===== src/rtl/combo_pkg.sv =====
// Shared types and constants for the combination-lock entry controller.
package combo_pkg;

    localparam int unsigned STATE_W = 3;
    localparam int unsigned KEY_W   = 4;
    localparam int unsigned IDX_W   = 3;
    localparam int unsigned FAIL_W  = 2;
    localparam int unsigned BUF_W   = 24;

    typedef enum logic [STATE_W-1:0] {
        OPEN      = 3'd0,
        SET_ENTRY = 3'd1,
        LOCKED    = 3'd4,
        ATT_ENTRY = 3'd5,
        CHECK     = 3'd6,
        LOCKOUT   = 3'd7
    } ctrl_state_t;

    localparam logic [KEY_W-1:0] KEY_ENTER = 4'hE;
    localparam logic [KEY_W-1:0] KEY_CLEAR = 4'hF;
    localparam logic [BUF_W-1:0] BUF_INIT  = 24'h111111;

    function automatic logic is_digit(input logic [KEY_W-1:0] key);
        return key <= 4'd9;
    endfunction

endpackage


===== src/rtl/combo_entry_ctrl_if.sv =====
// Keypad-in / datapath-out signal bundle of the entry controller.
interface combo_entry_ctrl_if;

    logic                          key_valid;
    logic [combo_pkg::KEY_W-1:0]   key_code;
    logic                          match;
    logic [combo_pkg::STATE_W-1:0] state;
    logic                          digit_we;
    logic [combo_pkg::IDX_W-1:0]   digit_idx;
    logic [combo_pkg::KEY_W-1:0]   digit_val;
    logic                          buf_clear;
    logic                          set_pw_stb;
    logic                          check_stb;
    logic [combo_pkg::FAIL_W-1:0]  fail_cnt;
    logic                          lockout;

    modport master (
        output key_valid, key_code, match,
        input  state, digit_we, digit_idx, digit_val, buf_clear,
               set_pw_stb, check_stb, fail_cnt, lockout
    );

    modport slave (
        input  key_valid, key_code, match,
        output state, digit_we, digit_idx, digit_val, buf_clear,
               set_pw_stb, check_stb, fail_cnt, lockout
    );

endinterface


===== src/rtl/combo_key_sampler.sv =====
// Qualifies a keypad press after SAMPLE_CYCLES consecutive valid cycles; fires once per press.
module combo_key_sampler
    import combo_pkg::*;
#(
    parameter int unsigned SAMPLE_CYCLES = 3
) (
    input  logic             i_clk,
    input  logic             i_rst,
    input  logic             i_key_valid,
    input  logic [KEY_W-1:0] i_key_code,
    output logic             o_key_evt_c,
    output logic [KEY_W-1:0] o_key_val_c
);

    localparam int unsigned CNT_W = $clog2(SAMPLE_CYCLES + 1);

    logic [CNT_W-1:0] r_cnt;

    // Saturating run-length counter; any low cycle restarts qualification.
    always_ff @(posedge i_clk) begin
        if (i_rst) begin
            r_cnt <= '0;
        end else if (!i_key_valid) begin
            r_cnt <= '0;
        end else if (r_cnt != CNT_W'(SAMPLE_CYCLES)) begin
            r_cnt <= r_cnt + CNT_W'(1);
        end
    end

    // Event on the qualifying cycle itself so the FSM registers its action one clock later.
    assign o_key_evt_c = i_key_valid && (r_cnt == CNT_W'(SAMPLE_CYCLES - 1));
    assign o_key_val_c = i_key_code;

endmodule


===== src/rtl/combo_entry_ctrl.sv =====
// Combination-lock sequencing controller: key events to buffer writes, password set/check, lockout.
module combo_entry_ctrl
    import combo_pkg::*;
#(
    parameter int unsigned NUM_DIGITS     = 6,
    parameter int unsigned SAMPLE_CYCLES  = 3,
    parameter int unsigned MAX_FAILS      = 3,
    parameter int unsigned LOCKOUT_CYCLES = 250_000_000
) (
    input  logic               MAX10_CLK1_50,
    input  logic               reset,
    combo_entry_ctrl_if.slave  bus
);

    localparam int unsigned TMR_W = (LOCKOUT_CYCLES > 1) ? $clog2(LOCKOUT_CYCLES) : 1;

    ctrl_state_t       r_state, w_state_nx;
    logic [IDX_W-1:0]  r_idx, w_idx_nx;
    logic [FAIL_W-1:0] r_fail, w_fail_nx;
    logic [TMR_W-1:0]  r_timer, w_timer_nx;
    logic              r_digit_we, w_digit_we_nx;
    logic [IDX_W-1:0]  r_digit_idx, w_digit_idx_nx;
    logic [KEY_W-1:0]  r_digit_val, w_digit_val_nx;
    logic              r_buf_clear, w_buf_clear_nx;
    logic              r_set_pw, w_set_pw_nx;
    logic              r_check, w_check_nx;
    logic              r_lockout, w_lockout_nx;

    logic              w_key_evt;
    logic [KEY_W-1:0]  w_key_val;
    logic              w_is_digit;
    logic              w_full;

    combo_key_sampler #(
        .SAMPLE_CYCLES (SAMPLE_CYCLES)
    ) u_sampler (
        .i_clk       (MAX10_CLK1_50),
        .i_rst       (reset),
        .i_key_valid (bus.key_valid),
        .i_key_code  (bus.key_code),
        .o_key_evt_c (w_key_evt),
        .o_key_val_c (w_key_val)
    );

    assign w_is_digit = is_digit(w_key_val);
    assign w_full     = (r_idx == IDX_W'(NUM_DIGITS));

    always_ff @(posedge MAX10_CLK1_50) begin
        if (reset) begin
            r_state     <= OPEN;
            r_idx       <= '0;
            r_fail      <= '0;
            r_timer     <= '0;
            r_digit_we  <= 1'b0;
            r_digit_idx <= '0;
            r_digit_val <= '0;
            r_buf_clear <= 1'b0;
            r_set_pw    <= 1'b0;
            r_check     <= 1'b0;
            r_lockout   <= 1'b0;
        end else begin
            r_state     <= w_state_nx;
            r_idx       <= w_idx_nx;
            r_fail      <= w_fail_nx;
            r_timer     <= w_timer_nx;
            r_digit_we  <= w_digit_we_nx;
            r_digit_idx <= w_digit_idx_nx;
            r_digit_val <= w_digit_val_nx;
            r_buf_clear <= w_buf_clear_nx;
            r_set_pw    <= w_set_pw_nx;
            r_check     <= w_check_nx;
            r_lockout   <= w_lockout_nx;
        end
    end

    // Next state and next registered outputs; strobes default low every cycle.
    always_comb begin
        w_state_nx     = r_state;
        w_idx_nx       = r_idx;
        w_fail_nx      = r_fail;
        w_timer_nx     = r_timer;
        w_digit_we_nx  = 1'b0;
        w_digit_idx_nx = r_digit_idx;
        w_digit_val_nx = r_digit_val;
        w_buf_clear_nx = 1'b0;
        w_set_pw_nx    = 1'b0;
        w_check_nx     = 1'b0;
        w_lockout_nx   = 1'b0;

        case (r_state)
            OPEN, LOCKED: begin
                if (w_key_evt && w_is_digit) begin
                    w_state_nx     = (r_state == OPEN) ? SET_ENTRY : ATT_ENTRY;
                    w_digit_we_nx  = 1'b1;
                    w_digit_idx_nx = '0;
                    w_digit_val_nx = w_key_val;
                    w_idx_nx       = IDX_W'(1);
                end
            end
            SET_ENTRY, ATT_ENTRY: begin
                if (w_key_evt) begin
                    if (w_is_digit && !w_full) begin
                        w_digit_we_nx  = 1'b1;
                        w_digit_idx_nx = r_idx;
                        w_digit_val_nx = w_key_val;
                        w_idx_nx       = r_idx + IDX_W'(1);
                    end else if (w_key_val == KEY_ENTER && w_full) begin
                        w_idx_nx = '0;
                        if (r_state == SET_ENTRY) begin
                            w_set_pw_nx    = 1'b1;
                            w_buf_clear_nx = 1'b1;
                            w_digit_idx_nx = '0;
                            w_state_nx     = LOCKED;
                        end else begin
                            // Buffer must survive until the attempt is copied in CHECK.
                            w_check_nx = 1'b1;
                            w_state_nx = CHECK;
                        end
                    end else if (w_key_val == KEY_CLEAR) begin
                        w_buf_clear_nx = 1'b1;
                        w_idx_nx       = '0;
                        w_digit_idx_nx = '0;
                        w_state_nx     = (r_state == SET_ENTRY) ? OPEN : LOCKED;
                    end
                end
            end
            CHECK: begin
                if (bus.match) begin
                    w_fail_nx      = '0;
                    w_buf_clear_nx = 1'b1;
                    w_digit_idx_nx = '0;
                    w_state_nx     = OPEN;
                end else if (32'(r_fail) + 32'd1 == MAX_FAILS) begin
                    w_timer_nx   = TMR_W'(LOCKOUT_CYCLES - 1);
                    w_fail_nx    = FAIL_W'(MAX_FAILS);
                    w_lockout_nx = 1'b1;
                    w_state_nx   = LOCKOUT;
                end else begin
                    w_fail_nx      = r_fail + FAIL_W'(1);
                    w_buf_clear_nx = 1'b1;
                    w_digit_idx_nx = '0;
                    w_state_nx     = LOCKED;
                end
            end
            LOCKOUT: begin
                if (r_timer == '0) begin
                    w_fail_nx      = '0;
                    w_buf_clear_nx = 1'b1;
                    w_digit_idx_nx = '0;
                    w_state_nx     = LOCKED;
                end else begin
                    w_timer_nx   = r_timer - TMR_W'(1);
                    w_lockout_nx = 1'b1;
                end
            end
            default: w_state_nx = OPEN;
        endcase
    end

    assign bus.state      = r_state;
    assign bus.digit_we   = r_digit_we;
    assign bus.digit_idx  = r_digit_idx;
    assign bus.digit_val  = r_digit_val;
    assign bus.buf_clear  = r_buf_clear;
    assign bus.set_pw_stb = r_set_pw;
    assign bus.check_stb  = r_check;
    assign bus.fail_cnt   = r_fail;
    assign bus.lockout    = r_lockout;

endmodule


===== src/flat_wrapper.sv =====
// flat-port wrapper written by rule: the top's interface ports become plain ports
module combo_entry_ctrl_flat import combo_pkg::*;
#(
    parameter int unsigned NUM_DIGITS     = 6,
    parameter int unsigned SAMPLE_CYCLES  = 3,
    parameter int unsigned MAX_FAILS      = 3,
    parameter int unsigned LOCKOUT_CYCLES = 250_000_000
)
  (MAX10_CLK1_50, reset, bus_key_valid, bus_key_code, bus_match, bus_state, bus_digit_we, bus_digit_idx, bus_digit_val, bus_buf_clear, bus_set_pw_stb, bus_check_stb, bus_fail_cnt, bus_lockout);
  combo_entry_ctrl_if bus_i ();
  input  logic MAX10_CLK1_50;
  input  logic reset;
  input wire logic [$bits(bus_i.key_valid)-1:0] bus_key_valid;
  input wire logic [$bits(bus_i.key_code)-1:0] bus_key_code;
  input wire logic [$bits(bus_i.match)-1:0] bus_match;
  output wire logic [$bits(bus_i.state)-1:0] bus_state;
  output wire logic [$bits(bus_i.digit_we)-1:0] bus_digit_we;
  output wire logic [$bits(bus_i.digit_idx)-1:0] bus_digit_idx;
  output wire logic [$bits(bus_i.digit_val)-1:0] bus_digit_val;
  output wire logic [$bits(bus_i.buf_clear)-1:0] bus_buf_clear;
  output wire logic [$bits(bus_i.set_pw_stb)-1:0] bus_set_pw_stb;
  output wire logic [$bits(bus_i.check_stb)-1:0] bus_check_stb;
  output wire logic [$bits(bus_i.fail_cnt)-1:0] bus_fail_cnt;
  output wire logic [$bits(bus_i.lockout)-1:0] bus_lockout;
  assign bus_i.key_valid = bus_key_valid;
  assign bus_i.key_code = bus_key_code;
  assign bus_i.match = bus_match;
  assign bus_state = bus_i.state;
  assign bus_digit_we = bus_i.digit_we;
  assign bus_digit_idx = bus_i.digit_idx;
  assign bus_digit_val = bus_i.digit_val;
  assign bus_buf_clear = bus_i.buf_clear;
  assign bus_set_pw_stb = bus_i.set_pw_stb;
  assign bus_check_stb = bus_i.check_stb;
  assign bus_fail_cnt = bus_i.fail_cnt;
  assign bus_lockout = bus_i.lockout;
  combo_entry_ctrl #(.NUM_DIGITS(NUM_DIGITS), .SAMPLE_CYCLES(SAMPLE_CYCLES), .MAX_FAILS(MAX_FAILS), .LOCKOUT_CYCLES(LOCKOUT_CYCLES)) u_core (.MAX10_CLK1_50(MAX10_CLK1_50), .reset(reset), .bus(bus_i));
endmodule

===== config.mk =====
export PLATFORM = sky130hd
export DESIGN_NAME = combo_entry_ctrl_flat
export DESIGN_NICKNAME = d
export VERILOG_FILES = /design/src/rtl/combo_pkg.sv /design/src/rtl/combo_entry_ctrl_if.sv /design/src/rtl/combo_key_sampler.sv /design/src/rtl/combo_entry_ctrl.sv /design/src/flat_wrapper.sv
export SDC_FILE = /design/constraint.sdc
export NUM_CORES = 1
export LEC_CHECK = 0
export ABC_AREA = 1
export CAP_MARGIN = 10
export CELL_PAD_IN_SITES_DETAIL_PLACEMENT = 1
export CELL_PAD_IN_SITES_GLOBAL_PLACEMENT = 1
export CORE_UTILIZATION = 41
export CTS_BUF_LIST = sky130_fd_sc_hd__clkbuf_16
export DETAILED_ROUTE_END_ITERATION = 7
export HOLD_SLACK_MARGIN = 0.1
export MAX_ROUTING_LAYER = met4
export PLACE_DENSITY_LB_ADDON = 0.05
export SKIP_CTS_REPAIR_TIMING = 1
export SYNTH_ARGS = -nofsm -noshare
export SYNTH_HDL_FRONTEND = slang
export SYNTH_SLANG_ARGS = --single-unit

===== constraint.sdc =====
create_clock -name MAX10_CLK1_50 -period 2 [get_ports MAX10_CLK1_50]
set_clock_uncertainty 0.1 [all_clocks]
set_input_delay 0.3 -clock MAX10_CLK1_50 [delete_from_list [all_inputs] [get_ports MAX10_CLK1_50]]
set_output_delay 0.3 -clock MAX10_CLK1_50 [all_outputs]
set_load 0.02 [all_outputs]

Word-level counts from Yosys, hierarchy flattened
Cells that the tools add are included.

operators by class
  add/sub/neg operators = 5
  magnitude comparators = 1
  equality and inequality tests = 23
  muxes and demuxes = 57
  bitwise gates (word level) = 4
  reduce and logical (&&, ||, !) cells = 20

operator list
  operator                                             number
  2-to-1 mux 28 bit                                    3
  2-to-1 mux 3 bit                                     22
  case mux 28 bit (2 select lines)                     1
  == test 32 x 2 -> 1 bit (second input constant)      1
  logical NOT 28 bit                                   1
  subtractor 28 x 1 -> 28 bit (second input constant)  1
  case mux 3 bit (4 select lines)                      2
  == test 3 bit (second input constant)                5
  2-to-1 mux 1 bit                                     15
  2-to-1 mux 4 bit                                     3
  AND reduction 4 bit                                  3
  2-to-1 mux 2 bit                                     5
  != test 2 x 1 -> 1 bit (second input constant)       5
  == test 4 bit (second input constant)                2
  != test 2 bit (second input constant)                4
  case mux 4 bit (2 select lines)                      1
  AND reduction 7 bit                                  1
  case mux 3 bit (2 select lines)                      1
  OR reduction 2 bit                                   3
  AND reduction 5 bit                                  1
  OR reduction 5 bit                                   1
  adder 2 x 1 -> 2 bit (second input constant)         2
  <= comparator 4 bit (second input constant)          1
  logical AND 1 bit                                    4
  17 further kinds                                     22

word-level totals
  bits in registers = 50
  input bits = 8
  output and inout port bits = 17
  logic and storage cells = 122

Logic depth before layout (Yosys ltp)
  depth after elaboration = 7
  mapped depth = 13
  gate-level depth less buffers = 13

By module
Synthesis repeated with hierarchy kept, for this count alone.

unflattened totals
  cells, all modules = 486
  area, all modules = 3083.0 um^2

by module, submodules not included
  module             times used  cells each  area each (um^2)  sequential area each (um^2)
  combo_entry_ctrl   1           465         2929.1            960.9
  combo_key_sampler  1           21          153.9             40.0

Worst setup path after synthesis
OpenSTA, ideal clock, no wires.

  path type = reg-to-reg
  start = register u_core.r_timer[0]
  end = register u_core.r_timer[13]
  setup time = 0.140 ns
  arrival = 1.516 ns
  required time = 1.760 ns
  slack = 0.244 ns
  cell stages (with the launch flop) = 14
  buffers on the path = 2
  period minus slack after synthesis = 1.756 ns
  cell sequence = dfxtp_1 inv_1 ha_1 nand2_1 inv_2 nand2_2 nor2_4 nand2_2 nand2_4 nand2_2 buf_6 buf_12 nand2_2 a21oi_2

on the way
  longest elaborated chain between the ends = 3
  elaborated cells on any way between the ends = 6
  those cells by class = add/sub: 1; eq/ne: 1; mux: 2; reduce/logical: 2

ends and longest elaborated chain
  what                                                                            line                                              source
  from (decl)                                                                     combo_entry_ctrl.sv:20                            logic [TMR_W-1:0] r_timer, w_timer_nx;
  from (signal assigned)                                                          combo_entry_ctrl.sv:65                            r_timer <= w_timer_nx;
  subtractor 28 x 1 -> 28 bit / logical NOT 28 bit (equally long branches)        combo_entry_ctrl.sv:152, combo_entry_ctrl.sv:146
  2-to-1 mux 28 bit / != test 2 bit (equally long branches)                       -
  case mux 28 bit (2 select lines) / AND reduction 4 bit (equally long branches)  -

Several ways; a longest one is shown, not always the timed one. The select of a mux whose other input is x is not followed.
A chain may end at the register's enable or synchronous reset.

Worst setup path in the final report
  start = register u_core.r_state[1] (netlist: u_core.bus.state[1])
  end = output bus_state[1]

RTL lines
  what                    line                    source
  from (decl)             combo_entry_ctrl.sv:17  ctrl_state_t r_state, w_state_nx;
  from (signal assigned)  combo_entry_ctrl.sv:62  r_state <= w_state_nx;
  to (decl)               flat_wrapper.sv:16      output wire logic [$bits(bus_i.state)-1:0] bus_state;

No word-level cell between the ends.

==> flow_summary_export.csv <==
group,metric,value,unit
logic_synthesis,synth_top_area_cell,"dfxtp_1",
power_and_ir_drop,irDropWorstVdd,0.4274,mV
detailed_routing,drt_wl_total,9.613,mm
sta,relSlewSlack,70.90,%
finish,mostFrequentLayoutCell,"nand2_1",
sta,finalSetupViolCount,0,
finish,nets,549,
floorplanning,die_w,90.03,um
worst_setup_path,worstSetupEndpointType,"output port",
clock_tree,clkSlewWorstSetupHoldPaths,0.07,ns
worst_setup_path,crit_type,"flop to output port",
power_and_ir_drop,finalPower,0.002486,W
global_routing,grt.overflow.total,0,
worst_setup_path,start_kind,"flop",
logic_synthesis,synth_area_leaders,"dfxtp_1 32%, nand2_1 11%, nor2_1 10%, nand3_1 9.6%, inv_1 6.1%",
sta,period_minus_slack,1.933,ns
worst_setup_path,path_max_fanout,8,
sta,rsz0062_at_grt,"true",
finish,syn_to_final_growth,21.39,%
global_routing,grt_pass1_wl,15.88,mm
worst_setup_path,crit_chain,"clkdlybuf4s50_1",
detailed_routing,wl_per_cell,15.14,um
floorplanning,ioPinCount,25,
hold_path,hold_path_class,"flop to flop",
logic_synthesis,syn_nets,506,
sta,fmax,0.5172,GHz
logic_synthesis,synth_cell_type_count,31,
logic_synthesis,syn_area_per_cell,6.457,sq um
power_and_ir_drop,power_density,644.6,nW/um^2
detailed_routing,num_vias,3317,
sta,min_period_over_period,96.67,%
logic_synthesis,synthesis.area,3177,sq um
floorplanning,dieArea,8105,sq um
logic_synthesis,yosysTopAreaCellShare,31.51,%
finish,antennaDiodeCount,0,
logic_synthesis,ys_ff_latch,50,
logic_synthesis,yosysSeqAreaShare,31.51,%
sta,hold_slack,0.3868,ns
flow_run,maxCapViolCount,0,
detailed_routing,drcViolationCount,0,
sta,slew_violations,0,
sta,tightestPinTransition,0.4348,ns
placed_design,dpl.hpwl,6.989,mm
worst_setup_path,crit_family,"buffers and inverters",
sta,hold_viol_final,0,
floorplanning,start_util,43.11,%
clock_tree,insertion_delay,0.29,ns
detailed_routing,drt_iter0_drc,104,
global_routing,antenna_found_initial,0,
clock_tree,cts_sinks,50,
finish,regArea,1001,sq um
finish,fillers,994,
worst_setup_path,slowest_delay,0.68,ns
finish,most-common-layout-cells,"97 x nand2_1, 85 x nor2_1, 61 x nand3_1",
floorplanning,fp-row-count,31,
worst_setup_path,crit_buf_inv,1,
detailed_routing,vias_per_cell,5.224,
worst_setup_path,cp_slowest_cell,"clkdlybuf4s50_1",
clock_tree,root_buffer,"clkbuf_16",
finish,multiInputGateArea,1881,sq um
power_and_ir_drop,p_leak,1.782,nW
placed_design,globalplace.congestion,0.8701,
logic_synthesis,ys_warn_count,0,
global_routing,grt_max_degree,35,
clock_tree,numCtsBuffers,5,
worst_setup_path,cp_data_required_time,1.60,ns
clock_tree,cts_tree,"done",
global_routing,grt_usage,24.59,%
finish,drive_gt1_share,15.11,%
detailed_routing,drt_first_pass_iters,4,
global_routing,grt_pass1_vias,3363,
clock_tree,cts_buffer_depth,2,
placed_design,port_buffers,24,
clock_tree,cts_max_level,2,
run_status,status,"finished, final reports clean",
detailed_routing,antenna_left,0,
floorplanning,die_h,90.03,um
logic_synthesis,synth_cells,492,
worst_setup_path,critPathArrivalTime,1.53,ns
floorplanning,core_area,7370,sq um
==> synthesized netlist by cell type, drive strengths merged <==
library cell and instances:
a31oi 4, nand2 113, o21ai 21, o211ai 1, ha 6, a211oi 1
a21oi 37, clkbuf 5, inv 56, or2 2, buf 10, xnor2 3
nor2 97, nand3b 3, nor3 3, dfxtp 50, nand4 11, xor2 6
nand3 63
==> power by group <==
part	switching [W]	leakage, nW	internal (W)	total (W)
Sequential	0.0000536	0.404	0.00106	0.00111
Clock	0.000385	0.0750	0.000460	0.000845
Combinational	0.000311	1.30	0.000215	0.000527
Total	0.000750	1.78	0.00174	0.00249
==> area by class of cell <==
cell class	instances	share of cell area (%)
clock buffer	5	3.245
clock inverter	3	0.4543
inverter	56	5.451
multi-input combinational	371	48.77
sequential	50	25.96
tap	99	3.212
timing repair buffer	51	12.91
==> per-stage QoR <==
step	TNS, ns	util, %	cells	setup slack (ns)	cell area, sq um
floorplan	0	-	492	0.2440	3177
global placement	-0.1983	49.54	623	-0.04742	3651
detailed placement	-1.690	49.54	623	-0.1899	3651
CTS	0	51.48	631	0.04816	3794
global route	-0.02149	52.33	635	-0.01461	3856
finish	0	52.33	635	0.06656	3856
==> sequential cells by signal, summed over array words and instances, names as in the netlist <==
name and flops:
u_core.bus.check_stb 1, u_core.r_timer 28, u_core.bus.state 3, u_core.r_idx 3
u_core.bus.lockout 1, u_core.bus.buf_clear 1, u_core.bus.digit_val 4, u_core.bus.fail_cnt 2
u_core.bus.set_pw_stb 1, u_core.bus.digit_idx 3, u_core.bus.digit_we 1, u_core.u_sampler.r_cnt 2
==> per-layer routing <==
layer | GRT usage [%] | up-vias | wire length [um]
met2 | 43.58 | 43 | 4897
met3 | 3.384 | 20 | 206
li1 | - | 1667 | -
met4 | 8.333 | 0 | 206
met1 | 28.37 | 1587 | 4303
met5 | - | - | 0
==> worst paths after layout <==
check                           slack [ns]           startpoint  cells past startpoint                  to
worst max-delay path                  0.07  u_core.bus.state[1]                      1        bus_state[1]
worst min-delay path                  0.39    u_core.r_timer[0]                      2   u_core.r_timer[0]
worst max register to register        0.15    u_core.r_timer[0]                     12  u_core.r_timer[20]
worst min register to register        0.39    u_core.r_timer[0]                      2   u_core.r_timer[0]
==> kinds of logic (layout without fill, tap and decap cells) <==
kind of cell,count (synthesis),after routing,share of synthesized area [%]
AOI/OAI and AO/OA,64,64,11.58
DFF,50,50,31.51
and+or+nand+nor,292,292,42.30
adders and majority gates,6,6,2.363
xor gates and xnor gates,9,9,2.481
buffers and inverters,71,115,9.768
No activity file was read; power rests on OpenSTA's default activity.
